### src/rtl/pong_match_ctrl.sv
// Pong match sequencer: serve countdown, rally, point freeze, pause and game over.
// Tracks the authoritative score and the hit-driven speed boost for the ball block.
module pong_match_ctrl #(
    parameter int         WIN_SCORE      = 7,
    parameter int         SERVE_DELAY    = 60,
    parameter int         POINT_DELAY    = 45,
    parameter int         HITS_PER_LEVEL = 4,
    parameter int         MAX_EXTRA      = 6,
    parameter logic [7:0] KEY_START      = 8'd40,
    parameter logic [7:0] KEY_PAUSE      = 8'd19
) (
    input  logic       frame_clk,
    input  logic       Reset,
    input  logic [7:0] keycode,
    input  logic       point_left,
    input  logic       point_right,
    input  logic       paddle1_hit,
    input  logic       paddle2_hit,
    output logic       ball_run,
    output logic       ball_hold,
    output logic       serve_dir,
    output logic [3:0] speed_extra,
    output logic [3:0] score_l,
    output logic [3:0] score_r,
    output logic       game_over,
    output logic       winner,
    output logic [2:0] state_o
);

    typedef enum logic [2:0] {
        S_IDLE   = 3'd0,
        S_SERVE  = 3'd1,
        S_RALLY  = 3'd2,
        S_POINT  = 3'd3,
        S_PAUSED = 3'd4,
        S_OVER   = 3'd5
    } state_t;

    localparam int TMAX = (SERVE_DELAY > POINT_DELAY) ? SERVE_DELAY : POINT_DELAY;
    localparam int TW   = (TMAX > 2) ? $clog2(TMAX) : 1;
    localparam int HW   = (HITS_PER_LEVEL > 2) ? $clog2(HITS_PER_LEVEL) : 1;

    localparam logic [TW-1:0] SERVE_LOAD = TW'(SERVE_DELAY - 1);
    localparam logic [TW-1:0] POINT_LOAD = TW'(POINT_DELAY - 1);
    localparam logic [HW-1:0] HIT_LAST   = HW'(HITS_PER_LEVEL - 1);
    localparam logic [3:0]    WIN_Q      = 4'(WIN_SCORE);
    localparam logic [3:0]    MAX_Q      = 4'(MAX_EXTRA);

    state_t        state_q, state_d;
    logic [TW-1:0] timer_q, timer_d;
    logic [HW-1:0] hit_cnt_q, hit_cnt_d;
    logic [7:0]    key_prev_q, key_prev_d;
    logic [3:0]    speed_q, speed_d;
    logic [3:0]    score_l_q, score_l_d;
    logic [3:0]    score_r_q, score_r_d;
    logic          serve_dir_q, serve_dir_d;
    logic          winner_q, winner_d;
    logic          game_over_q, game_over_d;
    logic          ball_run_q, ball_run_d;
    logic          ball_hold_q, ball_hold_d;

    logic       start_press, pause_press, any_hit;
    logic [3:0] new_score;

    assign start_press = (keycode == KEY_START) && (key_prev_q != KEY_START);
    assign pause_press = (keycode == KEY_PAUSE) && (key_prev_q != KEY_PAUSE);
    assign any_hit     = paddle1_hit | paddle2_hit;

    always_comb begin
        state_d     = state_q;
        timer_d     = timer_q;
        hit_cnt_d   = hit_cnt_q;
        key_prev_d  = keycode;
        speed_d     = speed_q;
        score_l_d   = score_l_q;
        score_r_d   = score_r_q;
        serve_dir_d = serve_dir_q;
        winner_d    = winner_q;
        new_score   = point_left ? (score_l_q + 4'd1) : (score_r_q + 4'd1);

        case (state_q)
            S_IDLE, S_OVER: begin
                if (start_press) begin
                    state_d     = S_SERVE;
                    timer_d     = SERVE_LOAD;
                    hit_cnt_d   = '0;
                    speed_d     = '0;
                    score_l_d   = '0;
                    score_r_d   = '0;
                    serve_dir_d = 1'b0;
                end
            end
            S_SERVE: begin
                if (timer_q == '0) state_d = S_RALLY;
                else               timer_d = timer_q - 1'b1;
            end
            S_RALLY: begin
                if (point_left || point_right) begin
                    // A point swallows any hit and pause press arriving in the same frame.
                    speed_d     = '0;
                    hit_cnt_d   = '0;
                    serve_dir_d = point_left;
                    if (point_left) score_l_d = new_score;
                    else            score_r_d = new_score;
                    if (new_score == WIN_Q) begin
                        state_d  = S_OVER;
                        winner_d = !point_left;
                    end else begin
                        state_d = S_POINT;
                        timer_d = POINT_LOAD;
                    end
                end else begin
                    if (any_hit) begin
                        if (hit_cnt_q == HIT_LAST) begin
                            hit_cnt_d = '0;
                            if (speed_q != MAX_Q) speed_d = speed_q + 4'd1;
                        end else begin
                            hit_cnt_d = hit_cnt_q + 1'b1;
                        end
                    end
                    if (pause_press) state_d = S_PAUSED;
                end
            end
            S_POINT: begin
                if (timer_q == '0) begin
                    state_d = S_SERVE;
                    timer_d = SERVE_LOAD;
                end else begin
                    timer_d = timer_q - 1'b1;
                end
            end
            S_PAUSED: begin
                if (pause_press)      state_d = S_RALLY;
                else if (start_press) state_d = S_IDLE;
            end
            default: state_d = S_IDLE;
        endcase

        // Outputs are decoded from the next state so they register alongside it.
        ball_run_d  = (state_d == S_RALLY);
        ball_hold_d = (state_d == S_IDLE) || (state_d == S_SERVE) || (state_d == S_OVER);
        game_over_d = (state_d == S_OVER);
    end

    always_ff @(posedge frame_clk or posedge Reset) begin
        if (Reset) begin
            state_q     <= S_IDLE;
            timer_q     <= '0;
            hit_cnt_q   <= '0;
            key_prev_q  <= '0;
            speed_q     <= '0;
            score_l_q   <= '0;
            score_r_q   <= '0;
            serve_dir_q <= 1'b0;
            winner_q    <= 1'b0;
            game_over_q <= 1'b0;
            ball_run_q  <= 1'b0;
            ball_hold_q <= 1'b1;
        end else begin
            state_q     <= state_d;
            timer_q     <= timer_d;
            hit_cnt_q   <= hit_cnt_d;
            key_prev_q  <= key_prev_d;
            speed_q     <= speed_d;
            score_l_q   <= score_l_d;
            score_r_q   <= score_r_d;
            serve_dir_q <= serve_dir_d;
            winner_q    <= winner_d;
            game_over_q <= game_over_d;
            ball_run_q  <= ball_run_d;
            ball_hold_q <= ball_hold_d;
        end
    end

    assign ball_run    = ball_run_q;
    assign ball_hold   = ball_hold_q;
    assign serve_dir   = serve_dir_q;
    assign speed_extra = speed_q;
    assign score_l     = score_l_q;
    assign score_r     = score_r_q;
    assign game_over   = game_over_q;
    assign winner      = winner_q;
    assign state_o     = state_q;

endmodule
### config.mk
export PLATFORM = sky130hd
export DESIGN_NAME = pong_match_ctrl
export DESIGN_NICKNAME = d
export VERILOG_FILES = /design/src/rtl/pong_match_ctrl.sv
export SDC_FILE = /design/constraint.sdc
export NUM_CORES = 1
export LEC_CHECK = 0
export CORE_AREA = 2 2 66 62
export DETAILED_ROUTE_END_ITERATION = 8
export DIE_AREA = 0 0 68 64
export PLACE_DENSITY = 0.82
export SLEW_MARGIN = 20
export SYNTH_ARGS = -nofsm -noshare
export SYNTH_HDL_FRONTEND = slang
export SYNTH_SLANG_ARGS = --single-unit
### constraint.sdc
create_clock -name frame_clk -period 3.5 [get_ports frame_clk]
set_input_delay 0.7 -clock frame_clk [delete_from_list [all_inputs] [get_ports frame_clk]]
set_output_delay 0.7 -clock frame_clk [all_outputs]
set_load 0.01 [all_outputs]
# Word level (Yosys, flattened, before mapping)
# Cells that the tools add are included.
classes:
  eq_ne: 24
  addsub: 5
  bitwise_logic: 1
  reduce_logical: 19
  mux: 36
ops:
  columns: ["op", "count"]
  rows:
  - ["2-to-1 mux 4 bit", 10]
  - ["2-to-1 mux 6 bit", 5]
  - ["2-to-1 mux 3 bit", 8]
  - ["one-hot mux 4 bit (2 select lines)", 3]
  - ["one-hot mux 6 bit (4 select lines)", 1]
  - ["one-hot mux 3 bit (5 select lines)", 1]
  - ["adder 4 x 1 -> 4 bit (second input constant)", 3]
  - ["!= test 2 bit (second input constant)", 6]
  - ["AND reduction 5 bit", 2]
  - ["equality test 3 x 2 -> 1 bit (second input constant)", 3]
  - ["equality test 3 bit (second input constant)", 3]
  - ["!= test 3 bit (second input constant)", 3]
  - ["AND reduction 3 bit", 3]
  - ["equality test 8 x 5 -> 1 bit (second input constant)", 1]
  - ["equality test 8 x 6 -> 1 bit (second input constant)", 1]
  - ["2-to-1 mux 2 bit", 4]
  - ["!= test 8 x 5 -> 1 bit (second input constant)", 1]
  - ["!= test 8 x 6 -> 1 bit (second input constant)", 1]
  - ["AND reduction 4 bit", 2]
  - ["equality test 3 x 1 -> 1 bit (second input constant)", 2]
  - ["logical NOT 3 bit", 2]
  - ["logical NOT 6 bit", 1]
  - ["subtractor 6 x 1 -> 6 bit (second input constant)", 1]
  - ["equality test 4 x 3 -> 1 bit (second input constant)", 1]
  - ["other kinds (13)", 17]
totals:
  output_inout_bits: 20
  in_bits: 14
  register_bits: 36

# Depth between registers and ports, before layout
# Gate-level depths: netlist of run 1.
logic_depth:
  word_depth: 9
  ltp_mapped: 8
  depth_no_buf: 8

# Worst setup path after synthesis of run 1
# No wires, ideal clock.
synth_path:
  kind: "input to register"
  start: "input port point_left"
  end: "register timer_q[2]"
  setup_time_ps: 121
  t_required_ps: 3379
  t_arrival_ps: 2669
  path_buffers: 1
  path_stages: 7
  slack_ps: 710
  path_cell_list: "clkbuf_1 -> mux2_2 -> ha_1 -> xnor2_1 -> and4_4 -> or4_1 -> a22o_1"
synth_via:
  elab_chain_len: 4
  elab_cells_between_ends: 6
  classes_between: "eq/ne (3); mux (1); reduce/logical (2)"
synth_lines:
  columns: ["element", "line_no", "source"]
  rows:
  - ["start: declaration", "15", "input logic point_left,"]
  - ["2-to-1 mux 4 bit", "79", "new_score = point_left ? (score_l_q + 4'd1) : (score_r_q + 4'd1);"]
  - ["equality test 4 x 3 -> 1 bit", "105", "if (new_score == WIN_Q) begin"]
  - ["!= test 2 bit (no source line)", null, null]
  - ["AND reduction 5 bit (no source line) (*)", null, null]
  - ["end signal: assignment", "161", "timer_q <= timer_d;"]
  - ["end: declaration", "50", "logic [TW-1:0] timer_q, timer_d;"]
# Mark *: on every way between the ends. The rest lies on a longest branch, timed or not.
# A chain may end at the register's enable or synchronous reset.

# Worst setup path in the final report of run 1
# Same ends and word-level chain as after synthesis.

==> reports/qor.csv, run 1 <==
stage,metric,value,unit
cells_and_area,register_area,902.1,µm²
detailed_routing,via_total_after_detailed_routing,1629,
sta,report.final.slew_viol_count,0,
setup_path,reg2reg_launch_point,timer_q[0],
sta,timing_worst_slew_pin_value,664.9,ps
sta,finalSetupTns,0,ps
setup_path,timing.reg2reg.setup_slack,1180,ps
sta,whs,518.1,ps
sta,max_slew_headroom_at_the_worst_pin,0.5533,
setup_path,reg2reg_depth,8,
synth,synthesis.instances,199,
synth,ys_warn_count,0,
synth,mappedNetlistArea,1993,µm²
synth,syn_nets,219,
sta,setup_ws,495.8,ps
clock_network,cts.clk_slew.worst_paths,70,ps
sta,period_share,0.8583,
synth,synth-edff-count,0,
place,hpwlAfterDp,3.193,mm
grt,grt_start_max_net_pins,37,
cells_and_area,final_nets,257,
setup_path,r2r-end,timer_q[2],
clock_network,clk-insertion-delay-late,290,ps
place,dp_cells,276,
cells_and_area,multiInputGateArea,1045,µm²
floorplanning,floorplan.die.height,64,µm
synth,post-synth-top-area-cell,dfrtp_1,
setup_path,path_class,primary input to register,
worst_hold_path,worstHoldStart,hit_cnt_q[1],
synth,synthesis.area_per_instance,10.02,µm²
grt,grt_antenna_before_repair,0,
place,port_buffers,33,
floorplanning,fp-row-count,21,
pwr,cellLeakagePower,1.049,nW
worst_hold_path,worst_hold_path_type,register to register,
setup_path,worstSetupEndpointType,register,
worst_hold_path,hold_path_end,hit_cnt_q[1],
synth,synthDistinctLibCells,54,
synth,netlist.area_leader.share,0.4394,
status,outcome,completed,
clock_network,numCtsBuffers,5,
grt,grt_pass1_wl,7.348,mm
sta,finClkSkew,5.032,ps
synth,async_flop_share,1.000,
detailed_routing,routed_wire_length_per_instance,14.84,µm
setup_path,worst-endpoint-required,3680,ps
synth,post_synth_top_flop,dfrtp_1,
setup_path,setup.worst_path.start_class,primary input,
pwr,power.density,352.7,nW/µm²
detailed_routing,routed_wl,4.215,mm
place,gpl.final_weighted_congestion,0.8319,
cells_and_area,post_layout_nonfiller_instances,284,
grt,first_global_vias,1609,
floorplanning,io_pins,34,
sta,achievable-frequency,0.3329,GHz
synth,yosys-top-cells-area,"dfrtp_1, mux2_2, ha_1",
worst_hold_path,timing.hold.worst_path_depth,1,
sta,report.final.setup_viol,0,
clock_network,clock_sinks,36,
clock_network,clk_root_buffer_cell,clkbuf_8,
clock_network,clockBufferDepth,2,
cells_and_area,num-fill-cells,297,
clock_network,cts-resized-gates,0,
setup_path,cp.arrival,3180,ps
synth,postSynthRegisterBits,36,
detailed_routing,postRouteAntennaNets,0,
setup_path,critical_path.max_fanout,10,
floorplanning,design.die.area,4352,µm²
pwr,ir_drop,305.9,µV
detailed_routing,drc_errors,0,
floorplanning,core,3626,µm²
cells_and_area,layout_area_growth_over_synthesis,23.48,%
clock_network,clock_tree_from_tritoncts,done,
sta,grt_setup_unrepaired,no,
sta,fin_crit,3004,ps
detailed_routing,drtPass1Iterations,4,
clock_network,post-cts-setup-buffer-count,0,
cells_and_area,n_antenna_cell,0,
synth,yosysSeqAreaShare,0.4526,
run,max_cap_viol_count,0,
floorplanning,start_util,0.5497,
synth,post-synth-top-count-cell,dfrtp_1,
sta,hold_viol,0,
place,place_ws,199.1,ps
grt,grt_remaining_overflow,0,
grt,grt.total_usage,0.2213,
cells_and_area,final_core_util,0.6787,
clock_network,cts-hold-fix-buffers,0,
synth,synthTopCellsByCount,"dfrtp_1, nor2_1, a21oi_1, nor3_1, nand2_1",
cells_and_area,drive_gt1_frac,0.1218,
clock_network,cts_htree_levels,2,
floorplanning,chipWidth,68,µm
detailed_routing,avgViaCountPerCell,5.736,
detailed_routing,first_iter_violations,99,
==> per-layer routing <==
layer,GRT usage,vias to the layer above,part of all wire
li1,-,810,-
met1,0.3064,779,0.47
met2,0.3434,36,0.47
met3,0.06514,4,0.046
met4,0.04750,0,0.0050
met5,0,-,0
==> final cells by class <==
cell class | count | area share
timing repair buffer | 35 | 0.1403
clock buffer | 7 | 0.03101
clock inverter | 1 | 0.002034
sequential | 36 | 0.3665
multi-input combinational | 151 | 0.4245
tap | 46 | 0.02339
inverter | 8 | 0.01220
==> metrics by stage <==
stage	area (µm²)	power, mW
floorplan	1993	0.5308
global placement	2380	0.5884
detailed placement	2380	0.5928
CTS	2461	0.8766
global route	2461	0.9106
finish	2461	0.8680
==> logic make-up after synthesis <==
| family | share of synthesized area |
|---|---|
| muxes | 0.06027 |
| adders and majority gates | 0.03766 |
| DFF | 0.4526 |
| buffers and inverters | 0.02322 |
| and+or+nand+nor | 0.2423 |
| AOI/OAI and AO/OA | 0.1664 |
| xor gates and xnor gates | 0.01758 |
==> worst max-delay path by stage <==
stage,start,to,slack [ps],cells after the start
2_1_floorplan,point_left,timer_q[2],710,7
3_3_place_gp,point_left,timer_q[2],230,7
3_5_place_dp,point_left,timer_q[2],200,7
4_1_cts,point_left,timer_q[2],500,7
5_1_grt,point_left,timer_q[2],380,7
6_report,point_left,timer_q[2],500,7
==> state kept, by name, summed over array words and instances, names as in the netlist, 2 cells and up <==
signal / cells
speed_extra: 4
state_o: 3
score_r: 4
key_prev_q: 8
timer_q: 6
score_l: 4
hit_cnt_q: 2
==> placed cells by master (no fill, tap or decap), types with 4 or more instances in the layout <==
cell             Yosys  final
dfrtp_1             35     35
o21ai_0              6      6
clkbuf_8             0      5
a21oi_1             11     11
o21a_1               6      6
inv_1                8      8
nand3_1              8      8
mux2_2               8      8
nor3_1              11     11
clkdlybuf4s50_1      0     33
nand2_1             10     10
nor2_1              16     16
ha_1                 6      6
and2_1               4      4
==> critical path, cell delays in order <==
cell and delay [ps]:
clkdlybuf4s50_1 660, mux2_2 400, ha_1 280, xnor2_1 170, and4_4 210, or4_1 530
a22o_1 240
==> where the power goes <==
group	total (mW)	switching (mW)	internal, mW
combinational	0.119	0.0564	0.0630
sequential	0.466	0.0256	0.440
clock	0.283	0.143	0.140
Note: power is estimated with default switching activity, not from simulation.
==> inputs of run 2 (changes only) <==
--- a/config.mk
+++ b/config.mk
@@ -5,10 +5,10 @@
 export SDC_FILE = /design/constraint.sdc
 export NUM_CORES = 1
 export LEC_CHECK = 0
-export CORE_AREA = 2 2 66 62
+export CORE_AREA = 2 2 77 72
 export DETAILED_ROUTE_END_ITERATION = 8
-export DIE_AREA = 0 0 68 64
-export PLACE_DENSITY = 0.82
+export DIE_AREA = 0 0 79 74
+export GPL_TIMING_DRIVEN = 0
 export SLEW_MARGIN = 20
 export SYNTH_ARGS = -nofsm -noshare
 export SYNTH_HDL_FRONTEND = slang
==> run 2 against run 1 <==
Sequential share of layout area decreased by 0.80 points; sequential power about the same; highest routed layer unchanged; via count decreased by 1.5%; final area increased by 2.2%.
==> reports/qor.csv, run 2 (synthesis gave the netlist of run 1 again) <==
stage,metric,value,unit
status,outcome,completed,
sta,hold_viol,0,
cells_and_area,num-fill-cells,498,
setup_path,worstSetupEndpointType,register,
setup_path,cp.arrival,3440,ps
sta,report.final.slew_viol_count,0,
clock_network,cts.clk_slew.worst_paths,70,ps
pwr,ir_drop,186.0,µV
detailed_routing,routed_wl,4.129,mm
place,place_ws,-172.3,ps
setup_path,setup.worst_path.start_class,primary input,
grt,grt_pass1_wl,7.010,mm
detailed_routing,via_total_after_detailed_routing,1604,
worst_hold_path,worst_hold_path_type,register to register,
cells_and_area,n_antenna_cell,0,
clock_network,clock_tree_from_tritoncts,done,
sta,report.final.setup_viol,0,
clock_network,clock_sinks,36,
detailed_routing,first_iter_violations,60,
setup_path,setup.worst_path.start,point_left,
setup_path,path_class,primary input to register,
cells_and_area,layout_commonest_cell,dfrtp_1,
sta,period_share,0.9343,
worst_hold_path,worstHoldStart,hit_cnt_q[1],
cells_and_area,layout_common_cells,"dfrtp_1, clkdlybuf4s50_1, nor2_1, nor3_1, a21oi_1",
sta,whs,502.0,ps
clock_network,numCtsBuffers,5,
clock_network,cts-resized-gates,0,
pwr,power.density,372.6,nW/µm²
floorplanning,core,5067,µm²
setup_path,r2r-end,timer_q[2],
cells_and_area,reg_top3,"key_prev_q x8, timer_q x6",
setup_path,reg2reg_launch_point,score_r[1],
run,max_cap_viol_count,0,
detailed_routing,drc_errors,0,
clock_network,clk-insertion-delay-late,290,ps
cells_and_area,layout_area_growth_over_synthesis,26.24,%
detailed_routing,drtPass1Iterations,4,
setup_path,crit_path_cell_trace,clkdlybuf4s50_1 -> clkbuf_2 -> mux2_2 -> ha_1 -> xnor2_1 -> and4_4 -> or4_1 -> a22o_1,
clock_network,cts_htree_levels,2,
sta,fin_crit,3270,ps
clock_network,clk_root_buffer_cell,clkbuf_8,
setup_path,cp_slowest_stage_delay,620,ps
sta,timing_worst_slew_pin_value,722.2,ps
grt,grt_remaining_overflow,0,
cells_and_area,largest_register_ffs,8,
cells_and_area,drive_gt1_frac,0.1292,
setup_path,cpMaxStageDelayCell,clkdlybuf4s50_1,
grt,first_global_vias,1472,
clock_network,clockBufferDepth,2,
floorplanning,io_pins,34,
grt,grt_antenna_before_repair,0,
sta,setup_ws,229.9,ps
sta,grt_setup_unrepaired,no,
sta,achievable-frequency,0.3058,GHz
place,hpwlAfterDp,3.156,mm
clock_network,cts-hold-fix-buffers,0,
cells_and_area,final_nets,259,
detailed_routing,avgViaCountPerCell,5.225,
detailed_routing,routed_wire_length_per_instance,13.45,µm
setup_path,critical_path_end,timer_q[2],
sta,max_slew_headroom_at_the_worst_pin,0.5179,
place,port_buffers,33,
pwr,total_power,0.9374,mW
floorplanning,fp-row-count,25,
sta,finClkSkew,9.325,ps
floorplanning,design.die.area,5846,µm²
setup_path,reg2reg_depth,6,
detailed_routing,postRouteAntennaNets,0,
cells_and_area,top_register,key_prev_q,
setup_path,critical_path.max_fanout,10,
pwr,cellLeakagePower,1.063,nW
grt,grt_start_max_net_pins,37,
floorplanning,start_util,0.3933,
setup_path,worst-endpoint-required,3670,ps
grt,grt.total_usage,0.1526,
floorplanning,chipWidth,79,µm
floorplanning,floorplan.die.height,74,µm
place,gpl.final_weighted_congestion,0.8111,
setup_path,timing.reg2reg.setup_slack,1220,ps
clock_network,post-cts-setup-buffer-count,0,
-- run 2: cell count changes in the layout (fill, tap and decap cells not counted) --
cell and delta:
buf_2 +1, inv_1 -1, clkbuf_1 +1, clkbuf_2 +1, buf_4 -2, inv_2 +1, bufinv_16 +1
-- run 2: final cells by class --
class | instances | area [µm²] | share of cell area
buffer | 4 | 17.52 | 0.006962
inverter | 8 | 30.03 | 0.01193
multi-input combinational | 151 | 1045 | 0.4152
timing repair buffer | 33 | 330.3 | 0.1313
clock inverter | 2 | 35.03 | 0.01392
sequential | 36 | 902.1 | 0.3585
clock buffer | 6 | 72.57 | 0.02884
tap | 67 | 83.83 | 0.03332
-- run 2: power by group --
part	leakage (nW)	internal (mW)	switching, mW
clock	0.0552	0.211	0.144
sequential	0.454	0.440	0.0226
combinational	0.554	0.0621	0.0575
total	1.06	0.714	0.224
-- run 2: worst min-delay path by stage --
stage	end	slack, ps	depth (start not counted)
final	hit_cnt_q[1]	500	1
after global routing	hit_cnt_q[1]	530	1
after CTS	hit_cnt_q[1]	510	1
after detailed placement	hit_cnt_q[1]	490	1
after global placement	hit_cnt_q[1]	500	1
after floorplan	hit_cnt_q[1]	470	1
-- run 2: worst max-delay path: cells and delay by family --
kind | cells | cell delay (ps)
mux | 1 | 370
fa+ha+maj | 1 | 280
buf+inv | 2 | 900
xor+xnor | 1 | 180
compound gates | 1 | 240
simple gates | 2 | 750
-- run 2: routing by layer --
layer / global-route usage / part of all wire / up-vias
li1: - / - / 818
met1: 0.2214 / 0.53 / 751
met2: 0.2269 / 0.43 / 31
met3: 0.03883 / 0.039 / 4
met4: 0.04598 / 0.0080 / 0
met5: 0 / 0 / -
-- run 2: stage by stage --
step	TNS [ps]	utilization	std cells	instance area [µm²]
final	0	0.4965	307	2516
after global routing	0	0.4965	307	2516
after CTS	0	0.4963	307	2515
after detailed placement	-333.5	0.4751	299	2407
after global placement	-347.9	0.4751	299	2407
after floorplan	0	-	199	1993
